File: src/rtl/serial_addsub_ctrl_pkg.sv
// rtl/serial_addsub_ctrl_pkg.sv - shared types and constants for the serial add/sub controller
package addsub_pkg;

   typedef enum logic [1:0] {
      IDLE = 2'd0,
      RUN  = 2'd1,
      DONE = 2'd2
   } state_t;

   localparam logic OP_ADD = 1'b0;
   localparam logic OP_SUB = 1'b1;

endpackage

File: src/rtl/serial_addsub_ctrl_if.sv
// rtl/serial_addsub_ctrl_if.sv - request/result bundle between a requester and the serial add/sub controller
interface serial_addsub_ctrl_if #(
   parameter int N = 4
);

   logic         in_start;
   logic         in_op;
   logic [N-1:0] in_a;
   logic [N-1:0] in_b;
   logic         out_busy;
   logic         out_done;
   logic [N-1:0] out_s;
   logic         out_co;
   logic         out_ovf;

   // Requester side: issues operands, observes status and result.
   modport master (
      output in_start, in_op, in_a, in_b,
      input  out_busy, out_done, out_s, out_co, out_ovf
   );

   // Controller side.
   modport slave (
      input  in_start, in_op, in_a, in_b,
      output out_busy, out_done, out_s, out_co, out_ovf
   );

endinterface

File: src/rtl/serial_addsub_ctrl_fa_bit.sv
// rtl/serial_addsub_ctrl_fa_bit.sv - single combinational 1-bit full-adder cell
module fa_bit (
   input  logic in_b,
   input  logic in_a,
   input  logic in_ci,
   output logic out_co,
   output logic out_s
);

   // Sum and carry of one bit column.
   always_comb begin
      out_s  = in_a ^ in_b ^ in_ci;
      out_co = (in_a & in_b) | (in_ci & (in_a ^ in_b));
   end

endmodule

File: src/rtl/serial_addsub_ctrl.sv
// rtl/serial_addsub_ctrl.sv - bit-serial N-bit adder/subtractor controller, LSB first
module serial_addsub_ctrl
   import addsub_pkg::*;
#(
   parameter int N     = 4,
   parameter int CNT_W = $clog2(N + 1)
) (
   input  logic                in_clk,
   input  logic                in_rst_n,
   serial_addsub_ctrl_if.slave bus
);

   state_t           state_q, state_d;
   logic [N-1:0]     sh_a_q, sh_a_d;
   logic [N-1:0]     sh_b_q, sh_b_d;
   logic [N-1:0]     s_q, s_d;
   logic             carry_q, carry_d;
   logic             c_msb_in_q, c_msb_in_d;
   logic             co_q, co_d;
   logic             ovf_q, ovf_d;
   logic [CNT_W-1:0] cnt_q, cnt_d;

   logic             fa_s;
   logic             fa_co;
   logic             sub_sel;
   logic             last_bit;
   logic             pre_msb_bit;

   // The one shared full-adder cell; the carry flop closes the loop between bits.
   fa_bit u_fa (
      .in_b   (sh_b_q[0]),
      .in_a   (sh_a_q[0]),
      .in_ci  (carry_q),
      .out_co (fa_co),
      .out_s  (fa_s)
   );

   // Decode the operation select and the bit position being processed.
   always_comb begin
      sub_sel = 1'b0;
      case (bus.in_op)
         OP_ADD: sub_sel = 1'b0;
         OP_SUB: sub_sel = 1'b1;
      endcase
      last_bit    = (cnt_q == CNT_W'(N - 1));
      pre_msb_bit = (cnt_q == CNT_W'(N - 2));
   end

   // State register.
   always_ff @(posedge in_clk) begin
      if (!in_rst_n) begin
         state_q <= IDLE;
      end else begin
         state_q <= state_d;
      end
   end

   // Next-state logic: start is only looked at in IDLE, DONE always returns to IDLE.
   always_comb begin
      state_d = state_q;
      case (state_q)
         IDLE:    if (bus.in_start) state_d = RUN;
         RUN:     if (last_bit)     state_d = DONE;
         DONE:                      state_d = IDLE;
         default:                   state_d = IDLE;
      endcase
   end

   // Status outputs follow the state directly.
   always_comb begin
      bus.out_busy = (state_q != IDLE);
      bus.out_done = (state_q == DONE);
   end

   // Datapath next values: operand load on accept, one bit column per RUN cycle.
   always_comb begin
      sh_a_d     = sh_a_q;
      sh_b_d     = sh_b_q;
      s_d        = s_q;
      carry_d    = carry_q;
      c_msb_in_d = c_msb_in_q;
      co_d       = co_q;
      ovf_d      = ovf_q;
      cnt_d      = cnt_q;
      case (state_q)
         IDLE: begin
            if (bus.in_start) begin
               // Subtract is A + ~B + 1: invert B here and seed the carry with 1.
               sh_a_d     = bus.in_a;
               sh_b_d     = bus.in_b ^ {N{sub_sel}};
               carry_d    = sub_sel;
               cnt_d      = '0;
               c_msb_in_d = 1'b0;
            end
         end
         RUN: begin
            sh_a_d  = {1'b0, sh_a_q[N-1:1]};
            sh_b_d  = {1'b0, sh_b_q[N-1:1]};
            s_d     = {fa_s, s_q[N-1:1]};
            carry_d = fa_co;
            cnt_d   = cnt_q + CNT_W'(1);
            // Carry leaving bit N-2 is the carry into the MSB column.
            if (pre_msb_bit) begin
               c_msb_in_d = fa_co;
            end
            if (last_bit) begin
               co_d  = fa_co;
               ovf_d = c_msb_in_q ^ fa_co;
            end
         end
         default: begin
         end
      endcase
   end

   // Datapath registers, all cleared by reset.
   always_ff @(posedge in_clk) begin
      if (!in_rst_n) begin
         sh_a_q     <= '0;
         sh_b_q     <= '0;
         s_q        <= '0;
         carry_q    <= 1'b0;
         c_msb_in_q <= 1'b0;
         co_q       <= 1'b0;
         ovf_q      <= 1'b0;
         cnt_q      <= '0;
      end else begin
         sh_a_q     <= sh_a_d;
         sh_b_q     <= sh_b_d;
         s_q        <= s_d;
         carry_q    <= carry_d;
         c_msb_in_q <= c_msb_in_d;
         co_q       <= co_d;
         ovf_q      <= ovf_d;
         cnt_q      <= cnt_d;
      end
   end

   assign bus.out_s   = s_q;
   assign bus.out_co  = co_q;
   assign bus.out_ovf = ovf_q;

endmodule

File: src/flat_wrapper.sv
// flat-port wrapper written by rule: the top's interface ports become plain ports
module serial_addsub_ctrl_flat import addsub_pkg::*;
#(
   parameter int N     = 4,
   parameter int CNT_W = $clog2(N + 1)
)
  (in_clk, in_rst_n, bus_in_start, bus_in_op, bus_in_a, bus_in_b, bus_out_busy, bus_out_done, bus_out_s, bus_out_co, bus_out_ovf);
  serial_addsub_ctrl_if #(.N(N)) bus_i ();
  input  logic in_clk;
  input  logic in_rst_n;
  input wire logic [$bits(bus_i.in_start)-1:0] bus_in_start;
  input wire logic [$bits(bus_i.in_op)-1:0] bus_in_op;
  input wire logic [$bits(bus_i.in_a)-1:0] bus_in_a;
  input wire logic [$bits(bus_i.in_b)-1:0] bus_in_b;
  output wire logic [$bits(bus_i.out_busy)-1:0] bus_out_busy;
  output wire logic [$bits(bus_i.out_done)-1:0] bus_out_done;
  output wire logic [$bits(bus_i.out_s)-1:0] bus_out_s;
  output wire logic [$bits(bus_i.out_co)-1:0] bus_out_co;
  output wire logic [$bits(bus_i.out_ovf)-1:0] bus_out_ovf;
  assign bus_i.in_start = bus_in_start;
  assign bus_i.in_op = bus_in_op;
  assign bus_i.in_a = bus_in_a;
  assign bus_i.in_b = bus_in_b;
  assign bus_out_busy = bus_i.out_busy;
  assign bus_out_done = bus_i.out_done;
  assign bus_out_s = bus_i.out_s;
  assign bus_out_co = bus_i.out_co;
  assign bus_out_ovf = bus_i.out_ovf;
  serial_addsub_ctrl #(.N(N), .CNT_W(CNT_W)) u_core (.in_clk(in_clk), .in_rst_n(in_rst_n), .bus(bus_i));
endmodule
File: config.mk
export PLATFORM = sky130hd
export DESIGN_NAME = serial_addsub_ctrl_flat
export DESIGN_NICKNAME = d
export VERILOG_FILES = /design/src/rtl/serial_addsub_ctrl_pkg.sv /design/src/rtl/serial_addsub_ctrl_if.sv /design/src/rtl/serial_addsub_ctrl_fa_bit.sv /design/src/rtl/serial_addsub_ctrl.sv /design/src/flat_wrapper.sv
export SDC_FILE = /design/constraint.sdc
export NUM_CORES = 1
export LEC_CHECK = 0
export ABC_AREA = 1
export BUFFER_PORTS_ARGS = -buffer_cell sky130_fd_sc_hd__buf_2
export CORE_ASPECT_RATIO = 1.25
export CORE_MARGIN = 2
export CORE_UTILIZATION = 35
export DETAILED_ROUTE_END_ITERATION = 16
export PLACE_DENSITY = 0.55
export SLEW_MARGIN = 10
export SYNTH_ARGS = -nofsm -noshare
export SYNTH_HDL_FRONTEND = slang
export SYNTH_SLANG_ARGS = --single-unit
File: constraint.sdc
create_clock -name in_clk -period 1.5 [get_ports in_clk]
set_input_delay 0.3 -clock in_clk [delete_from_list [all_inputs] [get_ports in_clk]]
set_output_delay 0.3 -clock in_clk [all_outputs]
set_load 0.02 [all_outputs]
==> flow_metrics.tcl, run 1 <==
set metrics [dict create \
    crit_fanout 5 \
    drt_iter0_drc 17 \
    use_met3 0.0300 \
    grt_overflow 0 \
    critPathArrivalTime_ps 1100 \
    rows 22 \
    drive_gt1_frac 0.231 \
    drv_slew 0 \
    fin_nets 186 \
    finalHoldViolations 0 \
    met2_usage 0.250 \
    routed_wl_mm 2.29 \
    avgSynthCellArea_um2 7.04 \
    nFillCells 317 \
    clock_skew_ps 7.21 \
    syn_to_final_growth_pct 14.8 \
    port_buffers 19 \
    critical_path_required_ps 1200 \
    critPathBufInv 2 \
    cts.sinks 21 \
    htreeDepth 1 \
    vias 986 \
    multi_input_area_um2 531 \
    synth_warnings 0 \
    relSlewSlack 0.684 \
    path_class "flip-flop to output port" \
    busiest_layer "met2" \
    ios 20 \
    avgRoutedWirePerCell_um 11.2 \
    worst_pin_slew_ps 474 \
    ys_ff_latch 21 \
    rsz0062_at_grt "no" \
    drc 0 \
    grt_pass1_vias 921 \
    dpl.hpwl_mm 1.68 \
    final-seq-area_um2 423 \
    crit_path_end_kind "output port" \
    antenna_found_initial 0 \
    hold_path.class "input port to flip-flop" \
    fmax_mhz 714 \
    syn_inst 148 \
    die_h_um 65.0 \
    viasPerCell 4.81 \
    dieArea_um2 3430 \
    cts_tree "built" \
    cts_buffers 3 \
    crit_chain "inv_2 > nor2_1 > buf_2" \
    status "finished clean" \
    syn_area_um2 1040 \
    finalPower_w 0.00110 \
    gp_congestion 0.746 \
    ys_seq_area_frac 0.403 \
    layout_commonest_cell "nand2_1" \
    p_leak_nw 0.603 \
    synth_cell_types 18 \
    initial_core_util 0.361 \
    worst_skew_pair.late_latency_ps 310 \
    setup_violations 0 \
    core_area_um2 2890 \
    startpoint_type "flip-flop" \
    r2r_cells 4 \
    grt_pass1_wl_mm 4.00 \
    die_x_um 52.8 \
    cp.depth 3 \
    cp_top_family "flip-flops" \
    clk_pin_slew_ps 120 \
    drtAntennaViolNets 0 \
    max_stage_delay_ps 420 \
    setup_tns_ps 0 \
    syn_nets 164 \
    insertedDiodeCount 0 \
    cp_slowest_cell "dfxtp_2" \
    finalCritPeriodShare 0.934 \
    final_cell_mix "nand2_1, nor2_1, buf_2, dfxtp_1, inv_1" \
    cts-root-buf "clkbuf_4" \
    ir_drop_uv 377 \
    hold_depth 3 \
    final.min_clock_period_ps 1400 \
    grt_usage 0.155 \
    drt_pass1_iterations 4 \
    met1_usage 0.191 \
    cts.path.max_buffers 2 \
    grt_max_degree 18 \
    maxCapViolCount 0 \
    power_density_nw_per_um2 916 \
    cts_setup_buffers 0 \
]
## stage by stage
step,hold slack (ps),cell area (um2),setup WS (ps),util,instances
after global routing,254,1200,42.8,0.414,205
final,249,1200,99.4,0.414,205
after detailed placement,462,1160,214,0.403,201
after floorplan,423,1040,298,-,148
after global placement,455,1160,244,0.403,201
after CTS,240,1190,21.1,0.413,205
## timing repair
| item | 4_1_cts | 5_1_grt |
|---|---|---|
| hold buffers | 0 | 0 |
| gates resized for setup | 1 | 2 |
| endpoints found under the setup margin | 1 | 2 |
## logic make-up after synthesis
| kind of cell | share of synthesized area |
|---|---|
| AOI/OAI and AO/OA | 0.121 |
| adders and majority gates | 0.0552 |
| buffers and inverters | 0.0900 |
| DFF | 0.403 |
| and+or+nand+nor | 0.330 |
## layer usage
layer  up-vias  wire length, um  part of all wire
met5         -                0                 0
met4         0               47             0.021
met3         6              101             0.044
met2        23             1120              0.49
met1       450             1020              0.45
li1        507                -                 -
## final timing paths
| kind | startpoint | end | slack (ps) |
|---|---|---|---|
| setup / recovery | u_core.state_q[1] | bus_out_done | 100 |
| hold reg to reg | u_core.sh_a_q[3] | u_core.sh_a_q[3] | 470 |
| setup reg to reg | u_core.cnt_q[0] | u_core.cnt_q[2] | 230 |
| hold / removal | bus_in_a[3] | u_core.sh_a_q[3] | 250 |
## flip-flops by register name, indices dropped and copies added (netlist names)
register,count
u_core.bus.out_s,4
u_core.sh_a_q,4
u_core.sh_b_q,4
u_core.cnt_q,3
u_core.state_q,2
u_core.bus.out_co,1
u_core.bus.out_ovf,1
u_core.c_msb_in_q,1
u_core.carry_q,1
## power breakdown
part | internal [W] | total (W) | switching (W) | leakage [nW]
Combinational | 0.0000731 | 0.000197 | 0.000124 | 0.412
Clock | 0.0000996 | 0.000277 | 0.000177 | 0.0177
Sequential | 0.000596 | 0.000621 | 0.0000257 | 0.174
## final cells by class
class                      count  share of cell area
multi-input combinational    106               0.444
sequential                    21               0.354
timing repair buffer          20              0.0858
inverter                      18              0.0565
tap                           36              0.0377
clock buffer                   3              0.0188
clock inverter                 1             0.00418
## synthesized netlist by cell type
library cell  number  share of area
o21ai_2            1         0.0084
dfxtp_1           21           0.40
inv_1             16          0.058
nor2_4             2          0.022
fa_1               1          0.019
nand3_1            7          0.034
a211oi_1           1         0.0072
ha_1               3          0.036
or2_2              3          0.018
inv_2              2         0.0072
nand2_2            2          0.012
clkbuf_1           1         0.0036
buf_6              2          0.022
a21oi_1           10          0.048
nand2_1           38           0.14
nand2_4            2          0.022
o21ai_0           12          0.058
nor2_1            24          0.086
## worst register-to-register path: cells and delay by family (launching register included)
kind	cells	cell delay [ps]
simple gates	1	290
flops	1	350
compound gates	1	110
fa+ha+maj	2	460
Power figures use the tool's default switching activity.
==> run 2, diff against run 1 <==
==> constraint.sdc (replaced) <==
create_clock -name in_clk -period 1.73 [get_ports in_clk]
set_input_delay 0.0865 -clock in_clk [delete_from_list [all_inputs] [get_ports in_clk]]
set_output_delay 0.0865 -clock in_clk [all_outputs]
set_load 0.02 [all_outputs]
==> run 2 against run 1 <==
Total power fell by 14%; largest cell class unchanged; final area fell by 1.2%; global-route usage fell by 1.3 points; cell count fell by 0.49%; core utilization fell by 0.48 points; clock power fell by 13%; sequential share of layout area rose by 0.20 points; combinational power fell by 15%; critical path type is now flip-flop to flip-flop; critical path depth rose by 2; clock skew fell by 3.1 ps.
==> flow_metrics.tcl, run 2 (synthesis results as in run 1) <==
set metrics [dict create \
    setup_tns_ps 0 \
    finalCritPeriodShare 0.740 \
    cts.path.max_buffers 2 \
    holdBufCountCts 0 \
    pwr-share-comb 0.178 \
    critPathBufInv 1 \
    power_switching_w 0.000278 \
    r2r-end "u_core.c_msb_in_q" \
    finalHoldViolations 0 \
    avgRoutedWirePerCell_um 10.5 \
    dieArea_um2 3430 \
    finalPower_w 0.000945 \
    cp_top_family "flip-flops" \
    r2r_cells 5 \
    cts-root-buf "clkbuf_4" \
    holdPathEnd "u_core.sh_a_q[3]" \
    drtAntennaViolNets 0 \
    clk_pin_slew_ps 120 \
    drt_pass1_iterations 4 \
    status "finished clean" \
    critPathArrivalTime_ps 1490 \
    fin_nets 185 \
    fmax_mhz 781 \
    grt_overflow 0 \
    cp_slowest_cell "dfxtp_1" \
    core_area_um2 2890 \
    r2r-start "u_core.state_q[0]" \
    cts_tree "built" \
    dpl.hpwl_mm 1.54 \
    die_h_um 65.0 \
    critical_path_required_ps 1940 \
    syn_to_final_growth_pct 13.4 \
    vias 949 \
    worstHoldStart "bus_in_a[3]" \
    hold_path.class "input port to flip-flop" \
    power_density_nw_per_um2 800 \
    port_buffers 19 \
    viasPerCell 4.65 \
    max_stage_delay_ps 540 \
    routed_wl_mm 2.15 \
    gp_congestion 0.747 \
    grt_pass1_vias 874 \
    insertedDiodeCount 0 \
    grt_max_degree 18 \
    rows 22 \
    p_int_w 0.000668 \
    switching_share 0.294 \
    cts.sinks 21 \
    worst_skew_pair.late_latency_ps 300 \
    drive_gt1_frac 0.202 \
    dp_cells 200 \
    die_x_um 52.8 \
    seqPwrFrac 0.568 \
    crit_path_end_kind "flip-flop" \
    ios 20 \
    drt_iter0_drc 15 \
    r2r_setup_slack_ps 450 \
    grt_pass1_wl_mm 3.66 \
    antenna_found_initial 0 \
    clock_skew_ps 4.07 \
    worst_pin_slew_ps 443 \
    drv_slew 0 \
    rsz0062_at_grt "no" \
    final.min_clock_period_ps 1280 \
    cts_setup_buffers 0 \
    setup_violations 0 \
    crit_chain "inv_2 > nor2_4 > nand2_2 > a21oi_1 > nor2_1" \
    hold_slack_ps 55.5 \
    maxCapViolCount 0 \
    hold_depth 3 \
    placed_area_um2 1160 \
    relSlewSlack 0.704 \
    cts_buffers 3 \
    p_leak_nw 0.595 \
    htreeDepth 1 \
    path_class "flip-flop to flip-flop" \
    crit_fanout 10 \
    drc 0 \
    startpoint_type "flip-flop" \
    stdcell_count 204 \
    ctsResizeCount 0 \
    grt_usage 0.142 \
    layout_commonest_cell "nand2_1" \
    fin_area_um2 1180 \
    ir_drop_uv 445 \
    final_cell_mix "nand2_1, nor2_1, dfxtp_1" \
    p_clk_frac 0.254 \
    initial_core_util 0.361 \
]
run 2: worst max path at each step:
stage | start | to | slack [ps] | depth (start not counted)
after floorplan | u_core.cnt_q[0] | u_core.cnt_q[2] | 530 | 4
after global placement | u_core.state_q[1] | u_core.sh_a_q[1] | 480 | 5
after detailed placement | u_core.state_q[0] | u_core.c_msb_in_q | 460 | 5
after CTS | u_core.state_q[0] | bus_out_busy | 430 | 3
after global routing | u_core.state_q[0] | u_core.c_msb_in_q | 310 | 6
final | u_core.state_q[0] | u_core.c_msb_in_q | 450 | 5
run 2: per-layer routing:
layer	up-vias	share of wire	global-route usage	wire length, um
met5	-	0	0	0
met4	0	0.011	0.0673	24
met3	2	0.037	0.0253	80
met2	13	0.47	0.233	1020
met1	426	0.48	0.176	1030
li1	508	-	-	-
run 2: metrics by stage:
stage,util,setup WS [ps]
CTS,0.409,431
detailed placement,0.400,459
global placement,0.400,484
finish,0.409,450
floorplan,-,528
global route,0.409,315
run 2: power groups by stage:
stage / registers, W / logic [W] / clock network (W)
after floorplan: 0.000551 / 0.000118 / 0
after global placement: 0.000548 / 0.000166 / 0
after detailed placement: 0.000549 / 0.000169 / 0
after CTS: 0.000538 / 0.000170 / 0.000251
after global routing: 0.000542 / 0.000194 / 0.000273
final: 0.000537 / 0.000168 / 0.000241
run 2: final cells by class:
class	instances	area [um2]
flip-flops and latches	21	420
fillers	324	1710
repair buffers	19	95.1
inverters	18	67.6
multi-input cells	106	528
clock buffers	4	26.3
well taps	36	45.0
run 2: worst reg2reg max path, stage by stage (launching register included):
cell and delay (ps):
dfxtp_1 540, inv_2 90, nor2_4 270, nand2_2 90, a21oi_1 140, nor2_1 60
